[src/rtl/decode_issue.sv]
// ---------------------------------------------------------------------------
// decode_issue
//   Decode-and-issue stage in front of the 8-bit ALU. It decodes 16-bit
//   instruction words, reads operands from a 4x8 register file, forwards the
//   ALU result, stalls on unresolved RAW hazards and blocks fetch while a
//   branch shadow is active. ALU results are written back two edges after
//   issue.
//
// Ports
//   CLK          clock, all state changes on the rising edge
//   RST          asynchronous active-high reset
//   instr_word   instruction from fetch {op, rd, ra, rb, -, target}
//   instr_valid  instr_word is valid this cycle
//   instr_ready  combinational; the word is consumed when valid && ready
//   alu_out      ALU result bus (result of the op in the EXE stage)
//   A, B         registered operands to the ALU
//   instr        registered opcode to the ALU, 000 = bubble
//   branch_addr  registered branch target to the ALU
//   dbg_addr     register-file debug read address
//   dbg_data     combinational regfile[dbg_addr]
// ---------------------------------------------------------------------------
module decode_issue #(
    parameter int NREG      = 4,
    parameter int BR_SHADOW = 2
) (
    input  logic        CLK,
    input  logic        RST,
    input  logic [15:0] instr_word,
    input  logic        instr_valid,
    output logic        instr_ready,
    input  logic [7:0]  alu_out,
    output logic [7:0]  A,
    output logic [7:0]  B,
    output logic [2:0]  instr,
    output logic [5:0]  branch_addr,
    input  logic [1:0]  dbg_addr,
    output logic [7:0]  dbg_data
);

    localparam int SW = $clog2(BR_SHADOW + 1);

    localparam logic [2:0] OP_NOP = 3'b000;
    localparam logic [2:0] OP_NOT = 3'b100;
    localparam logic [2:0] OP_BR  = 3'b111;

    // Register file and pipeline tracking state
    logic [7:0]    r_regfile [NREG];
    logic          r_iss_valid;
    logic          r_iss_wr;
    logic [1:0]    r_iss_rd;
    logic          r_exe_valid;
    logic          r_exe_wr;
    logic [1:0]    r_exe_rd;
    logic [SW-1:0] r_shadow;
    logic [7:0]    r_a;
    logic [7:0]    r_b;
    logic [2:0]    r_instr;
    logic [5:0]    r_br_addr;

    // Decode
    logic [2:0] w_op;
    logic [1:0] w_rd;
    logic [1:0] w_ra;
    logic [1:0] w_rb;
    logic [5:0] w_target;
    logic       w_reads_a;
    logic       w_reads_b;
    logic       w_writes;
    logic       w_is_br;
    logic       w_stall;
    logic       w_ready;
    logic       w_fire;
    logic       w_exe_commit;
    logic [7:0] w_opa;
    logic [7:0] w_opb;
    logic       w_unused;

    assign w_op     = instr_word[15:13];
    assign w_rd     = instr_word[12:11];
    assign w_ra     = instr_word[10:9];
    assign w_rb     = instr_word[8:7];
    assign w_target = instr_word[5:0];
    assign w_unused = instr_word[6];

    // NOP and BR read nothing and write nothing; NOT reads ra only.
    assign w_writes  = (w_op != OP_NOP) && (w_op != OP_BR);
    assign w_reads_a = w_writes;
    assign w_reads_b = w_writes && (w_op != OP_NOT);
    assign w_is_br   = (w_op == OP_BR);

    // The ISS result is not on alu_out yet, so a consumer of it must wait one
    // cycle; after that the producer sits in EXE and is forwarded.
    assign w_stall = r_iss_valid && r_iss_wr &&
                     ((w_reads_a && (w_ra == r_iss_rd)) ||
                      (w_reads_b && (w_rb == r_iss_rd)));

    assign w_ready     = !RST && !w_stall && (r_shadow == '0);
    assign instr_ready = w_ready;
    assign w_fire      = instr_valid && w_ready;

    assign w_exe_commit = r_exe_valid && r_exe_wr;

    // Forwarding from EXE covers the writeback happening on this same edge.
    assign w_opa = (w_exe_commit && (r_exe_rd == w_ra)) ? alu_out : r_regfile[w_ra];
    assign w_opb = (w_exe_commit && (r_exe_rd == w_rb)) ? alu_out : r_regfile[w_rb];

    // Writeback: one flop bank per register so reset clears every entry.
    for (genvar gi = 0; gi < NREG; gi++) begin : g_reg
        always_ff @(posedge CLK or posedge RST) begin
            if (RST) begin
                r_regfile[gi] <= 8'h00;
            end else if (w_exe_commit && (r_exe_rd == 2'(gi))) begin
                r_regfile[gi] <= alu_out;
            end
        end
    end

    // Tracking stages: EXE <- ISS, ISS <- newly issued op or bubble.
    always_ff @(posedge CLK or posedge RST) begin
        if (RST) begin
            r_iss_valid <= 1'b0;
            r_iss_wr    <= 1'b0;
            r_iss_rd    <= 2'd0;
            r_exe_valid <= 1'b0;
            r_exe_wr    <= 1'b0;
            r_exe_rd    <= 2'd0;
        end else begin
            r_exe_valid <= r_iss_valid;
            r_exe_wr    <= r_iss_wr;
            r_exe_rd    <= r_iss_rd;
            r_iss_valid <= w_fire;
            r_iss_wr    <= w_fire && w_writes;
            r_iss_rd    <= w_rd;
        end
    end

    // Issue registers. Operands load only when the op actually reads them,
    // otherwise they hold, as do all of them on a bubble.
    always_ff @(posedge CLK or posedge RST) begin
        if (RST) begin
            r_a       <= 8'h00;
            r_b       <= 8'h00;
            r_instr   <= OP_NOP;
            r_br_addr <= 6'h00;
        end else begin
            r_instr <= w_fire ? w_op : OP_NOP;
            if (w_fire && w_reads_a) begin
                r_a <= w_opa;
            end
            if (w_fire && w_reads_b) begin
                r_b <= w_opb;
            end
            if (w_fire && w_is_br) begin
                r_br_addr <= w_target;
            end
        end
    end

    // Branch shadow: blocks fetch for BR_SHADOW cycles after a BR issues.
    always_ff @(posedge CLK or posedge RST) begin
        if (RST) begin
            r_shadow <= '0;
        end else if (w_fire && w_is_br) begin
            r_shadow <= SW'(BR_SHADOW);
        end else if (r_shadow != '0) begin
            r_shadow <= r_shadow - 1'b1;
        end
    end

    assign A           = r_a;
    assign B           = r_b;
    assign instr       = r_instr;
    assign branch_addr = r_br_addr;
    assign dbg_data    = r_regfile[dbg_addr];

endmodule

[config.mk]
export PLATFORM = sky130hd
export DESIGN_NAME = decode_issue
export DESIGN_NICKNAME = d
export VERILOG_FILES = /design/src/rtl/decode_issue.sv
export SDC_FILE = /design/constraint.sdc
export NUM_CORES = 1
export LEC_CHECK = 0
export ABC_AREA = 1
export CAP_MARGIN = 0
export CORE_UTILIZATION = 48
export CTS_CLUSTER_DIAMETER = 30
export CTS_CLUSTER_SIZE = 14
export DETAILED_ROUTE_END_ITERATION = 10
export GPL_TIMING_DRIVEN = 1
export PLACE_DENSITY_LB_ADDON = 0.05
export REMOVE_ABC_BUFFERS = 1
export SLEW_MARGIN = 20
export SYNTH_ARGS = -nofsm -noshare
export SYNTH_HDL_FRONTEND = slang
export SYNTH_SLANG_ARGS = --single-unit
[constraint.sdc]
create_clock -name CLK -period 2 [get_ports CLK]
set_clock_uncertainty 0.05 [all_clocks]
set_input_delay 0.2 -clock CLK [delete_from_list [all_inputs] [get_ports CLK]]
set_output_delay 0.2 -clock CLK [all_outputs]
set_load 0.005 [all_outputs]
**After elaboration in Yosys (flattened, before gate mapping)**

Cells that the tools add are included.

- Add/subtract/negate cells: 1
- Equality and inequality tests: 10
- $lt $le $gt $ge: 3
- Multiplexer cells: 14
- Bitwise gates (word level): 3
- Reduce and logical (&&, ||, !) cells: 27

Operators with widths:

| kind | number |
|---|---|
| 8-bit two-way mux | 8 |
| 8-bit binary-select mux with 2-bit select | 3 |
| 1-bit logical AND | 19 |
| 3-bit >= comparator (second input constant) | 3 |
| 2-bit inverter with 3-bit output | 3 |
| 2-bit == test | 4 |
| 3-bit != test (second input constant) | 2 |
| 2-bit == test (second input constant) | 2 |
| 2-bit logical NOT | 2 |
| 2-bit two-way mux | 2 |
| 2-bit nonzero test | 2 |
| 3-bit == test (second input constant) | 1 |
| 3-bit two-way mux | 1 |
| 3-bit nonzero test | 1 |
| 2-bit by 1-bit == test with 1-bit output (second input constant) | 1 |
| 1-bit logical NOT | 2 |
| 2-bit by 1-bit subtractor with 2-bit output (second input constant) | 1 |
| 1-bit logical OR | 1 |

- Output and inout port bits: 34
- Register bits: 67
- Bits of input ports: 29

**Longest topological paths before layout**

- Depth in word-level cells: 12
- Mapped depth: 11
- Mapped depth without buffers: 11

**Least setup slack after synthesis**

Ideal clock, no wire load.

- Kind: in2reg
- Start: input port RST
- End: register r_instr[0] (netlist: instr[0])
- Data arrival time: 2.132 ns
- Library setup time: 0.072 ns
- Setup slack: -0.254 ns
- Cell stages on the path: 5
- Cells stage by stage: inv_1 > nand2_1 > nor2_2 > nand2_1 > nor2_1

- Cells in the longest elaborated chain, start to end: 5

Ends and longest elaborated chain:

| element | line | RTL |
|---|---|---|
| from (decl) | 27 | `input logic RST,` |
| 1-bit logical NOT (no source line) | - |  |
| 1-bit logical AND (2 in series) | 97 | `assign w_ready = !RST && !w_stall && (r_shadow == '0);` |
| net instr_ready | 30 | `output logic instr_ready,` |
| 1-bit logical AND | 99 | `assign w_fire = instr_valid && w_ready;` |
| 3-bit two-way mux | 146 | `r_instr <= w_fire ? w_op : OP_NOP;` |
| to (signal assigned) | 146 |  |
| to (decl) | 57 | `logic [2:0] r_instr;` |

The timed path passes the listed nets, and every way through them passes these cells.
A chain may end at the register's enable or synchronous reset.

**Final worst setup path**

- Start: input port dbg_addr[0]
- End: output port dbg_data[7]

- Cells in the longest elaborated chain, start to end: 4

Ends and longest elaborated chain:

| element | line | RTL |
|---|---|---|
| from (decl) | 36 | `input logic [1:0] dbg_addr,` |
| 2-bit inverter with 3-bit output (not written as such) | 174 | `assign dbg_data = r_regfile[dbg_addr];` |
| 8-bit binary-select mux with 2-bit select | 174 |  |
| 8-bit two-way mux (not written as such) (2 in series) | 174 |  |
| to (decl) | 37 | `output logic [7:0] dbg_data` |

Every way passes these cells. The select of a mux whose other input is x is not followed.

==> summary.txt <==
Outcome: complete, no violations
All-layer global routing usage: 25.8%
PortBufs: 61
Largest cells by area after synthesis: dfrtp_1, o21ai_0, nand2_1, a21oi_1, inv_1
GRT Residual Overflow: 0
Routed len/inst: 14.5 um
Syn Area/Cell: 7.93 sq um
Max-cap violation count: 0
First-pass GRT wire length: 14.8 mm
Vias: 3,287
Ys async rst share: 100%
Hold Crit Start: instr_word[12]
Finished layout cell area: 4590 sq um
Layout cells sized above 1: 13.3%
Overall power: 4.38 mW
Max Clk Rate: 0.521 GHz
Post-layout util: 63.7%
Remaining DRCs: 0
Compound-Gate Fraction of Synth Area: 25.1%
Total die area: 7780 sq um
Clock Tree Buf Depth: 2
Cell mode on critical path: clkdlybuf4s50_1
Worst hold-check path type: in -> reg
Critical Path Max Stage Delay: 0.51 ns
Synth cell types: 29
Clk slew on worst S/H paths: 0.07 ns
Yosys top cell by area: dfrtp_1
Clock Tree Root: clkbuf_8
Power per cell area: 953 nW/um^2
Largest family of logic cells by synthesized area: compound AO/OA/AOI/OAI gates
Worst-Margin Slew: 0.854 ns
Hold WS: 0.239 ns
Vias per cell: 5.20
First-pass DRT Iterations: 4
Final Hold Fails: 0
Post-Synth XOR/XNOR Area: 0.456%
R2R Path End: branch_addr[5]
Area of the mapped netlist: 3570 sq um
Crit path DAT: 1.67 ns
Reg-to-reg slack, setup: 0.25 ns
Commonest cells post-synth: o21ai_0, nand2_1, dfrtp_1
CP endpoint kind: output pin
Vias in the first global route: 3,052
Mux contribution to synthesized area: 0%
Share of the synthesized area in the top cell type: 47.0%
Area Overhead vs Synth: 28.8%
IO Count: 63
Max IR drop VDD: 0.566 mV
Core Region: 7210 sq um
Yosys reg bits: 67
Critical setup path kind: in -> out
Cts bufs inserted: 9
Synthesis Warnings: 0
Worst R2R Start: r_shadow[0]
Initial DRC Count: 172
Syn Inst Count: 450
Die W: 88.2 um
Htree depth: 3
Worst Setup Start Kind: primary input
RSZ-0062 raised after global routing: false
Fin crit share: 96.0%
Initial Util: 49.5%
Relative slew slack: 43.1%
Post-Synth Simple-Gate Area: 18.8%
CTS tree: done
Initial antenna violation count: 0
Chip height: 88.2 um
CP Max Fanout: 9
Clock latency on the worst-skew pair: 0.35 ns
R2R cell count: 7
Final HPWL DP: 6.13 mm
WP data required: 1.75 ns
Routability cong.: 0.798
Row cnt: 31
Count leader, synth: o21ai_0
Final worst path period need: 1.92 ns
Post-synth EDFFs: 0
Final setup violation count: 0
Hold Crit Depth: 1
Worst-path cell with the longest stage delay: clkdlybuf4s50_1
Hold endpoint: r_iss_rd[1]
Antenna-violating nets left: 0
Post-synthesis sequential area ratio: 47.0%
Clk sinks: 67
Total Wirelength: 9.14 mm
Placed Area: 4390 sq um
Setup TNS: 0 ns
Main synth FF type: dfrtp_1
Inserted Diodes: 0
Fin. max-slew vios: 0
Crit-path cells: clkdlybuf4s50_1, buf_4, o21ai_0, o22ai_1, clkdlybuf4s50_1
Largest net degree at the start of global routing: 68
Leakage: 2.23 nW
Post-Synth Adder-Cell Area: 0.351%
Fin nets: 558
[cell families (layout without fill, tap and decap cells)]
kind of cell             Yosys count  count (layout)
flip-flops                        67              67
XOR/XNOR                           1               1
adder cells (fa/ha/maj)            1               1
AO/OA/AOI/OAI                    161             161
buffers and inverters             67             150
AND/OR/NAND/NOR                  153             153
[worst max-delay path, delay by kind of cell]
kind,cells,cell delay [ns]
buffers and inverters,3,1.20
AO/OA/AOI/OAI,2,0.26
[report_power, final]
| part | internal [mW] | leakage, nW | switching [mW] | total (mW) |
|---|---|---|---|---|
| logic | 0.737 | 1.40 | 0.607 | 1.34 |
| registers | 1.70 | 0.735 | 0.212 | 1.91 |
| clock network | 0.604 | 0.0991 | 0.525 | 1.13 |
[per-layer routing]
layer	vias up	share of wire [%]	global-route usage (%)
met5	-	0	0
met4	0	2.1	10.3
met3	15	6.3	5.32
met2	119	46	41.3
met1	1509	45	34.5
li1	1644	-	-
[how the worst max path moves through the flow]
stage | slack, ns | depth (start not counted) | startpoint | to
2_1_floorplan | -0.25 | 5 | RST | instr[0]
3_3_place_gp | -0.15 | 5 | dbg_addr[1] | dbg_data[6]
3_5_place_dp | -0.16 | 5 | dbg_addr[1] | dbg_data[6]
4_1_cts | 0.009 | 7 | dbg_addr[0] | dbg_data[1]
5_1_grt | 0.01 | 10 | r_iss_rd[1] | instr_ready
6_report | 0.08 | 5 | dbg_addr[0] | dbg_data[7]
[cell type report]
class	count	area (sq um)
Clock inverter	5	52.6
Fill cell	663	2620
Sequential cell	67	1680
Clock buffer	11	141
Timing Repair Buffer	86	815
Tap cell	99	124
Timing Repair inverter	1	5.00
Multi-Input combinational cell	316	1600
Inverter	47	183
[sequential cells by signal, summed over array words and instances (netlist names)]
signal       flops
A                8
r_exe_wr         1
r_iss_valid      1
branch_addr      6
r_shadow         2
B                8
r_regfile       32
r_exe_rd         2
r_iss_wr         1
instr            3
r_exe_valid      1
r_iss_rd         2
[through the flow]
stage / std cells / setup WS [ns]
floorplan: 430 / -0.254
global placement: 615 / -0.153
detailed placement: 615 / -0.158
CTS: 632 / 0.00873
global route: 632 / 0.0122
finish: 632 / 0.0798
[layout by cell type, fill, tap and decap left out, types with 2 or more instances in the layout]
master,Yosys,final
nor2_2,2,2
o21ai_1,8,8
dlygate4sd2_1,0,6
clkbuf_8,0,10
dfrtp_1,67,67
nor2_1,38,38
dlymetal6s2s_1,0,3
o211ai_1,8,8
nand2_1,99,99
o21ai_2,8,8
clkinv_2,0,3
inv_2,4,5
o21ai_0,101,101
a21oi_1,32,32
clkinvlp_4,0,2
inv_1,42,40
nand2_2,3,3
buf_4,1,23
nand3_1,5,5
clkdlybuf4s50_1,0,52
nand4_4,3,3
[what timing repair did]
action,CTS,global route
pin swaps,0,0
buffers inserted,0,0
hold buffers,0,0
setup endpoints to repair,9,4
gates cloned,1,0
resized for setup,7,4
No activity file was read; power rests on OpenSTA's default activity.
